### src/rtl/m_unit_dispatch.sv
// EX-stage dispatcher for the RV32M multiply/divide unit: launches M ops,
// stalls the pipeline while they are in flight and returns a one-beat writeback.
//
// state | meaning
// IDLE  | no op in flight; launch when an M op is in EX and the unit is free
// ISSUE | one-cycle launch pulse to the M unit
// WAIT  | op in flight, pipeline stalled, watchdog running
// DONE  | one-cycle writeback beat, pipeline released
// DRAIN | op flushed; swallow its late result, pipeline free to refetch
module m_unit_dispatch #(
  parameter int TIMEOUT_CYCLES = 64,
  parameter int CNT_W          = 7
) (
  input  logic        clk,
  input  logic        resetn,
  input  logic        ex_valid,
  input  logic [31:0] ex_instruction,
  input  logic [31:0] ex_rs1_data,
  input  logic [31:0] ex_rs2_data,
  input  logic        flush,
  output logic        m_valid,
  output logic [31:0] m_instruction,
  output logic [31:0] m_rs1,
  output logic [31:0] m_rs2,
  input  logic        m_ready,
  input  logic [31:0] m_rd,
  input  logic        m_busy,
  output logic        stall,
  output logic        wb_valid,
  output logic        wb_we,
  output logic [4:0]  wb_rd_addr,
  output logic [31:0] wb_data,
  output logic        timeout_err
);

  typedef enum logic [2:0] {
    S_IDLE,
    S_ISSUE,
    S_WAIT,
    S_DONE,
    S_DRAIN
  } state_t;

  // Watchdog is a down-counter; hitting zero in WAIT/DRAIN aborts the op on
  // the cycle that makes TIMEOUT_CYCLES cycles since launch.
  localparam logic [CNT_W-1:0] CNT_LOAD = CNT_W'(TIMEOUT_CYCLES - 2);

  state_t           state;
  logic [CNT_W-1:0] cnt;
  logic [4:0]       rd_q;
  logic             is_m;
  logic             cnt_tc;
  logic             in_flight;

  assign is_m = ex_valid
             && (ex_instruction[6:0] == 7'b0110011)
             && (ex_instruction[31:25] == 7'b0000001);
  assign cnt_tc    = (cnt == '0);
  assign in_flight = (state == S_WAIT) || (state == S_DRAIN);

  always_comb begin
    stall = 1'b0;
    case (state)
      S_IDLE:  stall = is_m & ~flush;
      S_ISSUE: stall = 1'b1;
      S_WAIT:  stall = ~flush;
      S_DRAIN: stall = is_m;
      default: stall = 1'b0;
    endcase
  end

  always_ff @(posedge clk) begin
    if (!resetn) begin
      state         <= S_IDLE;
      cnt           <= '0;
      rd_q          <= '0;
      m_valid       <= 1'b0;
      m_instruction <= '0;
      m_rs1         <= '0;
      m_rs2         <= '0;
      wb_valid      <= 1'b0;
      wb_we         <= 1'b0;
      wb_rd_addr    <= '0;
      wb_data       <= '0;
      timeout_err   <= 1'b0;
    end else begin
      m_valid     <= 1'b0;
      wb_valid    <= 1'b0;
      wb_we       <= 1'b0;
      timeout_err <= 1'b0;

      if (in_flight && !cnt_tc)
        cnt <= cnt - 1'b1;

      case (state)
        S_IDLE: begin
          if (is_m && !flush && !m_busy) begin
            m_instruction <= ex_instruction;
            m_rs1         <= ex_rs1_data;
            m_rs2         <= ex_rs2_data;
            rd_q          <= ex_instruction[11:7];
            cnt           <= CNT_LOAD;
            m_valid       <= 1'b1;
            state         <= S_ISSUE;
          end
        end
        S_ISSUE: state <= S_WAIT;
        S_WAIT: begin
          // A flush wins over a same-cycle result: the op no longer exists.
          if (flush) begin
            state <= m_ready ? S_IDLE : S_DRAIN;
          end else if (m_ready) begin
            wb_data    <= m_rd;
            wb_valid   <= 1'b1;
            wb_we      <= (rd_q != 5'd0);
            wb_rd_addr <= rd_q;
            state      <= S_DONE;
          end else if (cnt_tc) begin
            timeout_err <= 1'b1;
            state       <= S_IDLE;
          end
        end
        S_DONE: state <= S_IDLE;
        S_DRAIN: begin
          if (m_ready) begin
            state <= S_IDLE;
          end else if (cnt_tc) begin
            timeout_err <= 1'b1;
            state       <= S_IDLE;
          end
        end
        default: state <= S_IDLE;
      endcase
    end
  end

endmodule
### config.mk
export PLATFORM = sky130hd
export DESIGN_NAME = m_unit_dispatch
export DESIGN_NICKNAME = d
export VERILOG_FILES = /design/src/rtl/m_unit_dispatch.sv
export SDC_FILE = /design/constraint.sdc
export NUM_CORES = 1
export LEC_CHECK = 0
export CAP_MARGIN = 20
export CORE_MARGIN = 5
export CORE_UTILIZATION = 44
export CTS_BUF_LIST = sky130_fd_sc_hd__clkbuf_16
export DETAILED_ROUTE_END_ITERATION = 6
export PLACE_DENSITY_LB_ADDON = 0.1
export REMOVE_ABC_BUFFERS = 1
export SYNTH_ARGS = -nofsm -noshare
export SYNTH_HDL_FRONTEND = slang
export SYNTH_SLANG_ARGS = --single-unit
### constraint.sdc
create_clock -name clk -period 5.2 [get_ports clk]
set_input_delay 0.78 -clock clk [delete_from_list [all_inputs] [get_ports clk]]
set_output_delay 0.78 -clock clk [all_outputs]
set_load 0.01 [all_outputs]
==> results.sh <==
export IMPL_num_vias=5931
export IMPL_cts_resized_gates=0
export IMPL_fin_crit_sh_pct=69.40
export IMPL_hold_end="wb_data[23]"
export IMPL_hold_ws_ns=0.4504
export IMPL_power_uw=2462
export IMPL_r2r_start="state[2]"
export IMPL_hold_depth=2
export IMPL_power_switching_uw=505.5
export IMPL_synth_warnings=0
export IMPL_ys_seq_area_share_pct=52.31
export IMPL_syn_inst=663
export IMPL_diodes=0
export IMPL_layout_min_cycle_time_ns=3.609
export IMPL_clockBufferDepth=2
export IMPL_regArea_mm2=0.002943
export IMPL_grt_pass1_vias=5811
export IMPL_die_x_um=123.1
export IMPL_grt_start_max_net_pins=84
export IMPL_skew_ns=0.007724
export IMPL_drv_cap=0
export IMPL_final_cell_count_no_fill=1075
export IMPL_hp_start="wb_data[23]"
export IMPL_synth_ff_type="dfxtp_1"
export IMPL_ant_nets=0
export IMPL_placed_cells_incl_taps=1043
export IMPL_crit_required_ns=4.42
export IMPL_clockRootBuffer="clkbuf_16"
export IMPL_die_area_mm2=0.01515
export IMPL_port_buffers=271
export IMPL_totalWireLength_um=19320
export IMPL_synth_area_mm2=0.005625
export IMPL_fin_nets=1026
export IMPL_antenna_found_initial=0
export IMPL_grt_pass1_wl_um=29220
export IMPL_synth_area_leaders="dfxtp_1, a21oi_1, nand4_1"
export IMPL_cts_tree="yes"
export IMPL_synth_commonest_cells="dfxtp_1, a21oi_1, o21ai_0"
export IMPL_cts_hold_fix_buffers=0
export IMPL_finalMaxSlewViolations=0
export IMPL_start_kind="input port"
export IMPL_cts_buffers=17
export IMPL_combPwrFrac_pct=5.9
export IMPL_synth_seq_cells=147
export IMPL_core_area_mm2=0.01257
export IMPL_boundaryPins=272
export IMPL_initial_core_util_pct=44.76
export IMPL_status="finished, final reports clean"
export IMPL_end_kind="output pin"
export IMPL_ir_drop_uv=165.5
export IMPL_dr_pass1_iters=7
export IMPL_tns_ns=0
export IMPL_relSlewSlack_pct=27.49
export IMPL_setup_viol=0
export IMPL_drc=0
export IMPL_startpoint="ex_instruction[4]"
export IMPL_fmaxAchievable_mhz=277.1
export IMPL_vias_per_cell=5.517
export IMPL_cp_arrival_ns=2.83
export IMPL_p_per_area_mw_per_mm2=277.0
export IMPL_syn2layout_area_growth_pct=57.98
export IMPL_place_hpwl_um=12920
export IMPL_multi_input_area_mm2=0.002362
export IMPL_rr_endpoint="cnt[0]"
export IMPL_rows=41
export IMPL_grt_usage_pct=24.55
export IMPL_worstMarginPinSlew_ns=1.085
export IMPL_avgSynthCellArea_um2=8.485
export IMPL_path_clk_slew_ns=0.06
export IMPL_rr_worst_depth=5
export IMPL_synth_distinct_cells=42
export IMPL_synth_async_reset_ratio_pct=0
export IMPL_internal_power_uw=1956
export IMPL_final_hold_viol_count=0
export IMPL_drt_iter0_drc=296
export IMPL_grt_overflow_total=0
export IMPL_ff2ff_setup_slack_ns=1.82
export IMPL_fillerInstances=1020
export IMPL_p_clk_share_pct=48.3
export IMPL_synth_most_common_cell="dfxtp_1"
export IMPL_clkLatencyLatePin_ns=0.42
export IMPL_post_cts_setup_buffer_count=0
export IMPL_synth_top_area_share_pct=52.31
export IMPL_wl_per_cell_um=17.97
export IMPL_rsz0062_at_grt="no"
export IMPL_crit_type="in -> out"
export IMPL_htreeDepth=4
export IMPL_p_leak_uw=0.002962
export IMPL_synth_top_cell_by_area="dfxtp_1"
export IMPL_die_height_um=123.1
export IMPL_min_path_type="reg -> reg"
export IMPL_synth_edf_count=0
export IMPL_swShare_pct=20.53
export IMPL_gp_congestion=0.7890
export IMPL_seq_power_share_pct=45.8
export IMPL_cp_max_fo=10
export IMPL_cts_sinks=147
export IMPL_drive_gt1_share_pct=4.651
## metrics by stage
stage	setup WS [ns]	utilization [%]	instance area, um2
2_1_floorplan	-1.306	-	5305
3_3_place_gp	1.606	66.14	8313
3_5_place_dp	1.607	66.14	8313
4_1_cts	1.606	70.71	8887
5_1_grt	1.411	70.71	8887
6_report	1.591	70.71	8887
## layout by cell type (no fill, tap or decap), types with 2 or more instances in the layout
cell type / instances
clkinv_1: 5
nor2_1: 9
clkbuf_16: 17
nand3_1: 2
inv_1: 6
o21a_1: 6
or3_1: 6
xor2_1: 2
ha_1: 2
mux2i_1: 2
a31oi_1: 3
o21ai_0: 88
a21oi_1: 124
buf_4: 8
nor2b_1: 3
bufinv_16: 3
nand4_1: 83
and3_1: 10
clkinvlp_4: 3
dfxtp_1: 147
clkdlybuf4s50_1: 271
clkinv_2: 3
nor3_1: 2
nand2_1: 78
## state kept, by name (all words and copies together), names as in the netlist
signal	flops
m_rs1	32
wb_data	32
timeout_err	1
m_valid	1
wb_rd_addr	5
state	3
wb_valid	1
cnt	7
m_instruction	32
m_rs2	32
wb_we	1
## kinds of logic after synthesis
family,share of synthesized area [%]
flops,52.31
fa+ha+maj,0.4448
buf+inv,6.027
xor+xnor,0.4672
compound gates,20.95
simple gates,19.24
mux,0.5560
## per-layer routing
layer	track usage [%]	part of all wire, %
met1	27.62	39
met2	39.87	46
met3	10.06	11
met4	12.94	3.8
met5	0	0
## worst max path at each step
stage	endpoint	cells past startpoint	slack (ns)
after global routing	stall	6	1.41
after global placement	stall	6	1.61
final	stall	6	1.59
after CTS	stall	6	1.61
after detailed placement	stall	6	1.61
after floorplan	m_instruction[26]	3	-1.31
## power groups by stage
stage	registers, uW	clock network, uW	logic, uW
4_1_cts	1130	1210	146
2_1_floorplan	1150	0	25.0
3_3_place_gp	1150	0	143
3_5_place_dp	1150	0	145
6_report	1130	1190	146
5_1_grt	1130	1260	154
## worst max-delay path, stage by stage
cell and delay, ns:
clkdlybuf4s50_1 0.46, nor4bb_1 0.33, and4_2 0.43, a21oi_1 0.09, o21ai_0 0.16, clkdlybuf4s50_1 0.58
## layout make-up
class	instances	area share, %
sequential	147	33.11
timing repair buffer	279	31.20
multi-input combinational	440	26.58
clock buffer	17	4.787
tap	172	2.422
clock inverter	15	1.675
inverter	5	0.2253
Power figures use the tool's default switching activity.
